`src/rtl/debounce_pkg.sv`:
```
// Shared types for the front-panel button conditioner: per-channel debounce
// state encoding and an elaboration-time parameter sanity check.
package debounce_pkg;

  typedef enum logic [1:0] {
    LOW    = 2'b00,
    CHK_HI = 2'b01,
    HIGH   = 2'b10,
    CHK_LO = 2'b11
  } db_state_e;

  function automatic bit params_ok(input int stable_ticks, input int sync_stages);
    return (stable_ticks >= 1) && (sync_stages >= 2);
  endfunction

endpackage

```
`src/rtl/debounce_channel.sv`:
```
// One button channel: synchroniser, consecutive-sample debounce FSM,
// registered rise/fall pulses and a saturating long-hold counter.
module debounce_channel
  import debounce_pkg::*;
#(
  parameter int SYNC_STAGES  = 2,
  parameter int STABLE_TICKS = 4,
  parameter int HOLD_TICKS   = 200
) (
  input  logic clk,
  input  logic rst_n,
  input  logic tick,
  input  logic in,
  output logic out,
  output logic rise,
  output logic fall,
  output logic held
);

  localparam int CW = $clog2(STABLE_TICKS + 1);
  localparam logic [CW-1:0] CNT_LAST = CW'(STABLE_TICKS - 1);

  if (!params_ok(STABLE_TICKS, SYNC_STAGES)) begin : g_bad_params
    $error("debounce_channel: STABLE_TICKS must be >= 1 and SYNC_STAGES >= 2");
  end

  logic [SYNC_STAGES-1:0] sync_q;
  logic                   s;
  db_state_e              state_q, state_d;
  logic [CW-1:0]          cnt_q, cnt_d;
  logic                   out_next;

  assign s = sync_q[SYNC_STAGES-1];

  // NOTE: every clocked process uses non-blocking assignments so all flops
  // sample pre-edge values regardless of process evaluation order.
  always_ff @(posedge clk or negedge rst_n) begin
    if (!rst_n) sync_q <= '0;
    else        sync_q <= {sync_q[SYNC_STAGES-2:0], in};
  end

  always_ff @(posedge clk or negedge rst_n) begin
    if (!rst_n) begin
      state_q <= LOW;
      cnt_q   <= '0;
    end else begin
      state_q <= state_d;
      cnt_q   <= cnt_d;
    end
  end

  // NOTE: defaults first so every path assigns state_d/cnt_d and no latch
  // is inferred when tick is low.
  always_comb begin
    state_d = state_q;
    cnt_d   = cnt_q;
    if (tick) begin
      if (s == out) begin
        // Any agreeing sample abandons a pending change.
        cnt_d   = '0;
        state_d = out ? HIGH : LOW;
      end else if (cnt_q == CNT_LAST) begin
        cnt_d   = '0;
        state_d = out ? LOW : HIGH;
      end else begin
        cnt_d   = cnt_q + CW'(1);
        state_d = out ? CHK_LO : CHK_HI;
      end
    end
  end

  always_comb begin
    out = (state_q == HIGH) || (state_q == CHK_LO);
  end

  assign out_next = (state_d == HIGH) || (state_d == CHK_LO);

  // Pulses land in the same cycle as the new out level.
  always_ff @(posedge clk or negedge rst_n) begin
    if (!rst_n) begin
      rise <= 1'b0;
      fall <= 1'b0;
    end else begin
      rise <= out_next & ~out;
      fall <= ~out_next & out;
    end
  end

  if (HOLD_TICKS > 0) begin : g_hold
    localparam int HW = $clog2(HOLD_TICKS + 1);
    localparam logic [HW-1:0] HOLD_MAX = HW'(HOLD_TICKS);
    logic [HW-1:0] hcnt_q;

    always_ff @(posedge clk or negedge rst_n) begin
      if (!rst_n)                           hcnt_q <= '0;
      else if (!out)                        hcnt_q <= '0;
      else if (tick && hcnt_q != HOLD_MAX)  hcnt_q <= hcnt_q + HW'(1);
    end

    // Gating with out drops held in the same cycle out falls.
    assign held = out && (hcnt_q == HOLD_MAX);
  end else begin : g_no_hold
    assign held = 1'b0;
  end

endmodule

```
`src/rtl/multi_debouncer.sv`:
```
// Multi-channel push-button conditioner: reset-release synchroniser plus
// N_CH independent debounce channels sharing one sample-enable tick.
module multi_debouncer #(
  parameter int N_CH         = 4,
  parameter int SYNC_STAGES  = 2,
  parameter int STABLE_TICKS = 4,
  parameter int HOLD_TICKS   = 200
) (
  input  logic            clk,
  input  logic            rst,
  input  logic            tick,
  input  logic [N_CH-1:0] in,
  output logic [N_CH-1:0] out,
  output logic [N_CH-1:0] rise,
  output logic [N_CH-1:0] fall,
  output logic [N_CH-1:0] held
);

  // Assertion is asynchronous; release reaches the channels two edges later.
  logic [1:0] rst_sync_q;
  logic       rst_n;

  always_ff @(posedge clk or negedge rst) begin
    if (!rst) rst_sync_q <= '0;
    else      rst_sync_q <= {rst_sync_q[0], 1'b1};
  end

  assign rst_n = rst_sync_q[1];

  for (genvar i = 0; i < N_CH; i++) begin : g_ch
    debounce_channel #(
      .SYNC_STAGES (SYNC_STAGES),
      .STABLE_TICKS(STABLE_TICKS),
      .HOLD_TICKS  (HOLD_TICKS)
    ) u_channel (
      .clk  (clk),
      .rst_n(rst_n),
      .tick (tick),
      .in   (in[i]),
      .out  (out[i]),
      .rise (rise[i]),
      .fall (fall[i]),
      .held (held[i])
    );
  end

endmodule
```
`config.mk`:
```
export PLATFORM = sky130hd
export DESIGN_NAME = multi_debouncer
export DESIGN_NICKNAME = d
export VERILOG_FILES = /design/src/rtl/debounce_pkg.sv /design/src/rtl/debounce_channel.sv /design/src/rtl/multi_debouncer.sv
export SDC_FILE = /design/constraint.sdc
export NUM_CORES = 1
export LEC_CHECK = 0
export CAP_MARGIN = 20
export CORE_MARGIN = 3
export CORE_UTILIZATION = 50
export CTS_CLUSTER_SIZE = 14
export DETAILED_ROUTE_END_ITERATION = 8
export PLACE_DENSITY_LB_ADDON = 0.3
export SYNTH_ARGS = -nofsm -noshare
export SYNTH_HDL_FRONTEND = slang
export SYNTH_SLANG_ARGS = --single-unit
export TNS_END_PERCENT = 50
```
`constraint.sdc`:
```
create_clock -name clk -period 2 [get_ports clk]
set_clock_uncertainty 0.1 [all_clocks]
set_input_delay 0.2 -clock clk [delete_from_list [all_inputs] [get_ports clk]]
set_output_delay 0.2 -clock clk [all_outputs]
set_load 0.05 [all_outputs]
```
* Word level (Yosys, flattened, before mapping)
Index checks and enable logic that the tools add are counted.
Cells by class: $add $sub $neg 8, equal/unequal tests 36, mux-type cells 40, bitwise operators 16, reduce and logical (&&, ||, !) cells 16
Operators with widths (number):
- 8-bit 2-to-1 mux | 8
- 2-bit 2-to-1 mux | 24
- 8-bit by 1-bit adder with 8-bit output, second input constant | 4
- 2-bit equality test, second input constant | 16
- 8-bit equality test, second input constant | 4
- 8-bit inequality test, second input constant | 4
- 3-bit 2-to-1 mux | 8
- 3-bit by 1-bit adder with 3-bit output, second input constant | 4
- 3-bit by 2-bit equality test with 1-bit output, second input constant | 4
- 1-bit bitwise AND | 8
- 1-bit logical AND | 8
- 1-bit logical OR | 8
- 2-bit inequality test, second input constant | 4
- 1-bit inverter | 8
- 1-bit equality test | 4
Word-level totals: bits in registers 70, bits of input ports 7, output and inout bits 16, word-level logic and storage cells 141

* Logic depth before layout (Yosys ltp)
Gate-level depths: netlist of the first run.
depth in word-level cells 10, depth in mapped cells 6, gate-level depth less buffers 5

* Modules after synthesis
A second synthesis of the first run with hierarchy kept.
Second synthesis, totals: cell total of the unflattened synthesis 295, area, all modules 3221.8 um^2
By module, submodules not included:
- debounce_channel | times used 4, cells each 73, area each 792.0 um^2, sequential area each 400.4 um^2
- multi_debouncer | times used 1, cells each 3, area each 53.8 um^2, sequential area each 50.0 um^2

* Worst setup path after synthesis of the first run
OpenSTA, ideal clock, no wires.
path type register to output, start reg g_ch[3].u_channel.g_hold.hcnt_q[4], end out held[3], arrival time 1.239 ns, required time 1.700 ns, setup slack 0.461 ns, stages on the path, launching flop included 4, path through dfrtp_1 or3_2 nor3_1 buf_4
On the way: cells in the longest elaborated chain, start to end 2
RTL lines:
- start: declaration | line debounce_channel.sv:92 | logic [HW-1:0] hcnt_q;
- start signal: assignment | line debounce_channel.sv:97 | else if (tick && hcnt_q != HOLD_MAX) hcnt_q <= hcnt_q + HW'(1);
- 8-bit equality test | line debounce_channel.sv:101 | assign held = out && (hcnt_q == HOLD_MAX);
- 1-bit logical AND | line debounce_channel.sv:101
- end: declaration | line multi_debouncer.sv:16 | output logic [N_CH-1:0] held
Every way passes these cells.

* Final worst setup path of the first run
start reg g_ch[0].u_channel.g_hold.hcnt_q[1], end out held[0]
On the way: cells in the longest elaborated chain, start to end 2
RTL lines (line):
- start: declaration | debounce_channel.sv:92
- start signal: assignment | debounce_channel.sv:97
- 8-bit equality test | debounce_channel.sv:101
- 1-bit logical AND | debounce_channel.sv:101
Every way passes these cells.

==> results of run 1 <==
[cell families after synthesis]
| logic type | after synthesis |
|---|---|
| muxes | 14 |
| and+or+nand+nor | 111 |
| adders and majority gates | 12 |
| other | 1 |
| xor gates and xnor gates | 12 |
| AOI/OAI and AO/OA | 46 |
| DFF | 66 |
| buffers and inverters | 44 |
[worst max-delay path, cell delays in order, from the launching register on]
cell	delay (ps)
dfrtp_1	440
inv_1	80
ha_1	120
and4b_2	250
and4_4	250
buf_12	140
[registers in the layout, summed over array words and instances, names as in the netlist]
| signal | cells |
|---|---|
| g_ch.u_channel.g_hold.hcnt_q | 32 |
| g_ch.u_channel.rise | 4 |
| g_ch.u_channel.cnt_q | 12 |
| rst_sync_q | 2 |
| g_ch.u_channel.fall | 4 |
| g_ch.u_channel.sync_q | 8 |
| g_ch.u_channel.state_q | 4 |
[timing repair]
item                                    in CTS  in global routing
pin swaps                                    2                  3
resized for setup                            8                  9
setup buffers                                2                  3
hold buffers                                 1                  0
endpoints found under the setup margin       6                  4
hold endpoints to repair                     2                  0
[per-layer routing]
layer	share of wire	vias to the layer above	GRT usage
li1	-	1069	-
met1	0.46	1097	0.2066
met2	0.49	30	0.2874
met3	0.036	5	0.06628
met4	0.010	0	0.05612
met5	0	-	0
[area by class of cell]
class,instances,share of cell area
Clock inverter,1,0.001359
Multi-Input combinational cell,196,0.3580
Sequential cell,66,0.4504
Timing Repair Buffer,34,0.09715
Tap cell,75,0.02548
Clock buffer,15,0.05333
Inverter,14,0.01427
[through the flow]
stage,worst slack [ps],std cells,hold WS (ps)
after global placement,142.4,379,207.7
after CTS,-12.96,398,170.5
after floorplan,461.0,306,-195.6
after global routing,-13.02,401,174.6
final,74.32,401,192.0
after detailed placement,115.1,379,220.7
[worst paths after layout]
kind                                                                start                                        endpoint  slack, ps  depth (start not counted)
setup / recovery           g_ch[0].u_channel.g_hold.hcnt_q[1]$_DFFE_PN0P_                                         held[0]         70                          5
hold / removal                                                      in[0]           g_ch[0].u_channel.sync_q[0]$_DFF_PN0_        190                          1
setup reg to reg           g_ch[1].u_channel.g_hold.hcnt_q[0]$_DFFE_PN0P_  g_ch[1].u_channel.g_hold.hcnt_q[1]$_DFFE_PN0P_        220                          6
hold reg to reg                                   rst_sync_q[1]$_DFF_PN0_  g_ch[3].u_channel.g_hold.hcnt_q[0]$_DFFE_PN0P_        200                          1
max in group asynchronous                                             rst                         rst_sync_q[1]$_DFF_PN0_       1210                          2
min in group asynchronous                         rst_sync_q[1]$_DFF_PN0_  g_ch[3].u_channel.g_hold.hcnt_q[0]$_DFFE_PN0P_        200                          1
[cells in the mapped netlist, drive strengths merged (4+ instances only)]
| master | number | area (sq um) |
|---|---|---|
| xor2 | 6 | 52.55 |
| nor3 | 6 | 30.03 |
| mux2i | 8 | 80.08 |
| o2bb2ai | 4 | 35.03 |
| o21ai | 18 | 93.84 |
| mux2 | 6 | 67.56 |
| and2 | 6 | 37.54 |
| a21oi | 12 | 60.06 |
| nand2 | 39 | 146.4 |
| inv | 14 | 52.55 |
| xnor2 | 6 | 52.55 |
| or3 | 11 | 71.31 |
| ha | 12 | 150.1 |
| nor3b | 5 | 37.54 |
| clkbuf | 6 | 22.52 |
| a21boi | 4 | 30.03 |
| nor2 | 11 | 41.29 |
| nor2b | 4 | 25.02 |
| nand3 | 6 | 35.03 |
| nand4 | 13 | 96.34 |
| buf | 24 | 162.7 |
| or4 | 4 | 30.03 |
| dfrtp | 66 | 1652 |
[power groups by stage]
stage          sequential (mW)  clock [mW]  combinational [mW]
5_1_grt                   1.79        1.19                1.01
6_report                  1.76        1.09               0.898
3_3_place_gp              1.76           0               0.853
2_1_floorplan             1.66           0               0.802
3_5_place_dp              1.78           0               0.881
4_1_cts                   1.75        1.13               0.882
==> run_results.csv, run 1 <==
group,metric,value,unit
pwr,power_density,1019,nW/um^2
pwr,p_total,3.753,mW
floorplanning,die_w,85.81,um
critical_path,setup.worst_path.class,"reg2out",
floorplanning,core_area,6061,sq um
pwr,pwr-share-comb,0.239,
placed_design,place_hpwl,3.751,mm
global_routing,grt_max_degree,33,
critical_path,cp_max_fo,6,
cells_and_area,syn2layout_area_growth,15.68,%
cells_and_area,n_antenna_cell,0,
floorplanning,die_area,7363,sq um
synth,synth_compound_area_frac,0.08880,
synth,syn_area,3184,sq um
clock_network,root_buffer,"clkbuf_8",
pwr,switching_share,0.3350,
critical_path,required,1700,ps
timing,max_slew_margin,0.6642,
global_routing,grtUsageTotal,0.1727,
clock_network,cts.sinks,66,
clock_network,worstSkewPairLatency,340,ps
synth,synth_adder_area_share,0.04715,
clock_network,cts_made_buffers,9,
detailed_routing,postRouteAntennaNets,0,
clock_network,cts_buffer_depth,2,
detailed_routing,initialDrtViolationCount,90,
cells_and_area,fill_cells,469,
synth,ys_ff_latch,66,
synth,synth_warnings,0,
synth,synth_flop_cell,"dfrtp_1",
timing,rsz0062_at_grt,"yes",
placed_design,place_congestion,0.8108,
run_status,status,"finished, final reports clean",
timing,tightest_slew,502.2,ps
floorplanning,initial_core_util,0.5254,
synth,synth.yosys.seq_area_share,0.5187,
cells_and_area,final_area,3684,sq um
cells_and_area,final_core_util,0.6078,
critical_path,cp.arrival,1630,ps
pwr,p_seq_frac,0.469,
global_routing,grt-ovfl-total,0,
clock_network,cts_max_level,3,
cells_and_area,nets,340,
placed_design,dpl-instance-area,3407,sq um
detailed_routing,vias,2201,
timing,fmax,519.3,MHz
cells_and_area,layout-drive-gt1-share,0.1810,
detailed_routing,drc_errors,0,
synth,synthCells,306,
cells_and_area,seqCellArea,1659,sq um
synth,yosys.area_share.xor_xnor,0.03301,
timing,setup_viol,0,
synth,synth_simple_gate_area_frac,0.1902,
global_routing,grt_first_pass_wirelength,9.922,mm
timing,period_share,0.9628,
timing,hold_viol_final,0,
pwr,internal_power,2.495,mW
pwr,clkPwrFrac,0.292,
timing,final_max_slew_viol_count,0,
timing,fin_setup_tns,0,ps
global_routing,grt_pass1_vias,2215,
floorplanning,die_h,85.81,um
detailed_routing,viasPerCell,5.489,
clock_network,cts_tree,"yes",
cells_and_area,final_cell_mix,"dfrtp_1, nand2_1, o21ai_0",
synth,synth_top_family_by_area,"simple AND/OR/NAND/NOR gates",
detailed_routing,firstDrtPassIters,5,
cells_and_area,multi_input_area,1319,sq um
synth,syn_area_per_cell,10.41,sq um
synth,async_flop_share,1.000,
synth,synth_edf_count,0,
floorplanning,pin_count,23,
critical_path,start_kind,"flip-flop",
cells_and_area,final_common_cell,"dfrtp_1",
clock_network,worst_setup_hold_path_clk_slew,70,ps
detailed_routing,wl,5.527,mm
hold_path,min_path_type,"in2reg",
critical_path,endpoint_kind,"primary output",
floorplanning,row_count,28,
flow_run,drv_cap,0,
pwr,ir_drop,0.7470,mV
pwr,p_switching,1.257,mW
global_routing,antenna_found_initial,0,
synth,synth_fp_nets,325,
synth,synth_cell_types,36,
pwr,p_leak,1.584,nW
synth,muxShareOfSynthArea,0.04637,
placed_design,port-buffer-count,22,
timing,layout_min_cycle_time,1926,ps
detailed_routing,routedWlPerCell,13.78,um
Note: power is estimated with default switching activity, not from simulation.
==> run 2, diff against run 1 <==
clock period = 2.38 ns   (was 2 ns; I/O delays follow)
==> run 2 against run 1 <==
  * Sequential share of layout area increased by 1.3 points
  * Worst setup slack improved by 250 ps
  * Register-to-register slack improved by 510 ps
  * Global-route usage decreased by 0.56 points
  * Die area unchanged
  * Largest power group unchanged
==> run_results.csv, run 2 (synthesized netlist as in run 1, its figures left out) <==
group,metric,value,unit
run_status,status,"finished, final reports clean",
cells_and_area,largest_reg_flops,32,
cells_and_area,final_common_cell,"dfrtp_1",
cells_and_area,syn2layout_area_growth,12.10,%
critical_path,startpoint,"g_ch[3].u_channel.g_hold.hcnt_q[4]$_DFFE_PN0P_",
global_routing,grt_busiest_layer,"met2",
clock_network,cts_buffer_depth,2,
critical_path,start_kind,"flip-flop",
global_routing,grt_max_degree,36,
pwr,p_leak,1.544,nW
detailed_routing,postRouteAntennaNets,0,
critical_path,setup.worst_path.class,"reg2out",
critical_path,endpoint_kind,"primary output",
critical_path,required,2040,ps
timing,tightest_slew,671.1,ps
cells_and_area,layout-drive-gt1-share,0.1153,
timing,final_max_slew_viol_count,0,
clock_network,worst_setup_hold_path_clk_slew,70,ps
global_routing,grt_first_pass_wirelength,9.549,mm
timing,setup_viol,0,
critical_path,cp_max_fo,4,
timing,rsz0062_at_grt,"no",
critical_path,reg2reg_from,"g_ch[1].u_channel.g_hold.hcnt_q[0]$_DFFE_PN0P_",
clock_network,cts_tree,"yes",
floorplanning,die_w,85.81,um
detailed_routing,vias,2158,
placed_design,place_congestion,0.7853,
floorplanning,core_area,6061,sq um
cells_and_area,reg_top3,"g_ch.u_channel.g_hold.hcnt_q (32), g_ch.u_channel.cnt_q (12), g_ch.u_channel.sync_q (8)",
clock_network,root_buffer,"clkbuf_8",
detailed_routing,drc_errors,0,
global_routing,grt-ovfl-total,0,
critical_path,cp.arrival,1720,ps
cells_and_area,multi_input_area,1295,sq um
clock_network,postCtsSetupRepairBufs,0,
timing,fin_setup_tns,0,ps
global_routing,antenna_found_initial,0,
detailed_routing,routedWlPerCell,13.62,um
clock_network,cts_max_level,3,
pwr,power_density,880.7,nW/um^2
timing,period_share,0.8631,
global_routing,grt_util_met3,0.05379,
timing,max_slew_margin,0.5526,
cells_and_area,seqCellArea,1653,sq um
pwr,ir_drop,0.5318,mV
detailed_routing,viasPerCell,5.449,
clock_network,cts.sinks,66,
cells_and_area,fill_cells,530,
detailed_routing,wl,5.394,mm
clock_network,cts_made_buffers,9,
placed_design,port-buffer-count,22,
cells_and_area,layout.cells.non_filler,396,
timing,fmax,486.8,MHz
flow_run,drv_cap,0,
floorplanning,row_count,28,
clock_network,worstSkewPairLatency,340,ps
global_routing,grtUsageTotal,0.1672,
placed_design,place_hpwl,3.661,mm
floorplanning,die_area,7363,sq um
timing,layout_min_cycle_time,2054,ps
placed_design,placedCellCount,379,
global_routing,use_met1,0.2115,
hold_path,min_path_type,"reg2async",
timing,hold_viol_final,0,
floorplanning,pin_count,23,
global_routing,grt_pass1_vias,2143,
floorplanning,initial_core_util,0.5254,
global_routing,use_met2,0.2564,
cells_and_area,nets,335,
cells_and_area,largest_register,"g_ch.u_channel.g_hold.hcnt_q",
detailed_routing,initialDrtViolationCount,64,
cells_and_area,final_cell_mix,"dfrtp_1, nand2_1, clkdlybuf4s50_1",
cells_and_area,n_antenna_cell,0,
floorplanning,die_h,85.81,um
detailed_routing,firstDrtPassIters,4,
==> run 2: cell count changes in the layout (fill, tap and decap cells not counted), sizes merged <==
cell           before  now
clkbuf             15   14
buf                17   10
bufinv              0    1
dlygate4sd2         2    0
clkdlybuf4s50      14   18
==> run 2: per-layer routing <==
metal,wire length [um],vias up
li1,-,1059
met1,2550,1053
met2,2514,36
met3,214,10
met4,116,0
met5,0,-
==> run 2: final timing paths <==
kind | end | slack [ps] | cells past startpoint
worst max-delay path | held[3] | 330 | 3
worst max register to register | g_ch[1].u_channel.g_hold.hcnt_q[1]$_DFFE_PN0P_ | 730 | 5
min in group clk | g_ch[3].u_channel.sync_q[0]$_DFF_PN0_ | 230 | 1
worst min-delay path | g_ch[1].u_channel.cnt_q[0]$_DFFE_PN0P_ | 210 | 0
max in group asynchronous | g_ch[0].u_channel.g_hold.hcnt_q[6]$_DFFE_PN0P_ | 1350 | 1
worst min register to register | g_ch[1].u_channel.cnt_q[0]$_DFFE_PN0P_ | 210 | 0
==> run 2: layout make-up <==
| class | count | share of cell area |
|---|---|---|
| repair buffers | 29 | 0.07781 |
| clock buffers | 14 | 0.04557 |
| flip-flops and latches | 66 | 0.4630 |
| inverters | 14 | 0.01472 |
| multi-input cells | 196 | 0.3628 |
| well taps | 75 | 0.02629 |
| clock inverters | 2 | 0.009814 |
==> run 2: what timing repair did <==
item	4_1_cts	5_1_grt
endpoints found under the setup margin	0	0
hold buffers	1	0
resized for setup	0	0
endpoints found under the hold margin	2	0
==> run 2: report_power, final <==
part / switching [mW] / internal, mW / total (mW)
Combinational: 0.440 / 0.302 / 0.742
Sequential: 0.182 / 1.26 / 1.44
Clock: 0.417 / 0.541 / 0.958
==> run 2: through the flow <==
stage	hold slack (ps)	setup slack, ps	util	area, sq um	total power, mW
final	208.3	325.9	0.5890	3570	3.144
after global routing	208.2	227.2	0.5890	3570	3.349
after detailed placement	238.1	262.4	0.5547	3362	2.212
after global placement	225.5	304.2	0.5547	3362	2.190
after floorplan	-157.6	306.1	-	3184	2.066
after CTS	212.9	321.1	0.5890	3570	3.178
==> run 2: worst max-delay path, stage by stage, from the launching register on <==
cell	delay, ps
dfrtp_1	420
or3_2	520
nor3_1	190
buf_4	240
==> run 3, diff against run 2 <==
HOLD_SLACK_MARGIN = 0.03   (was unset)
==> results of run 3 <==
Final layout, timing and power as in run 2 (identical DEF).
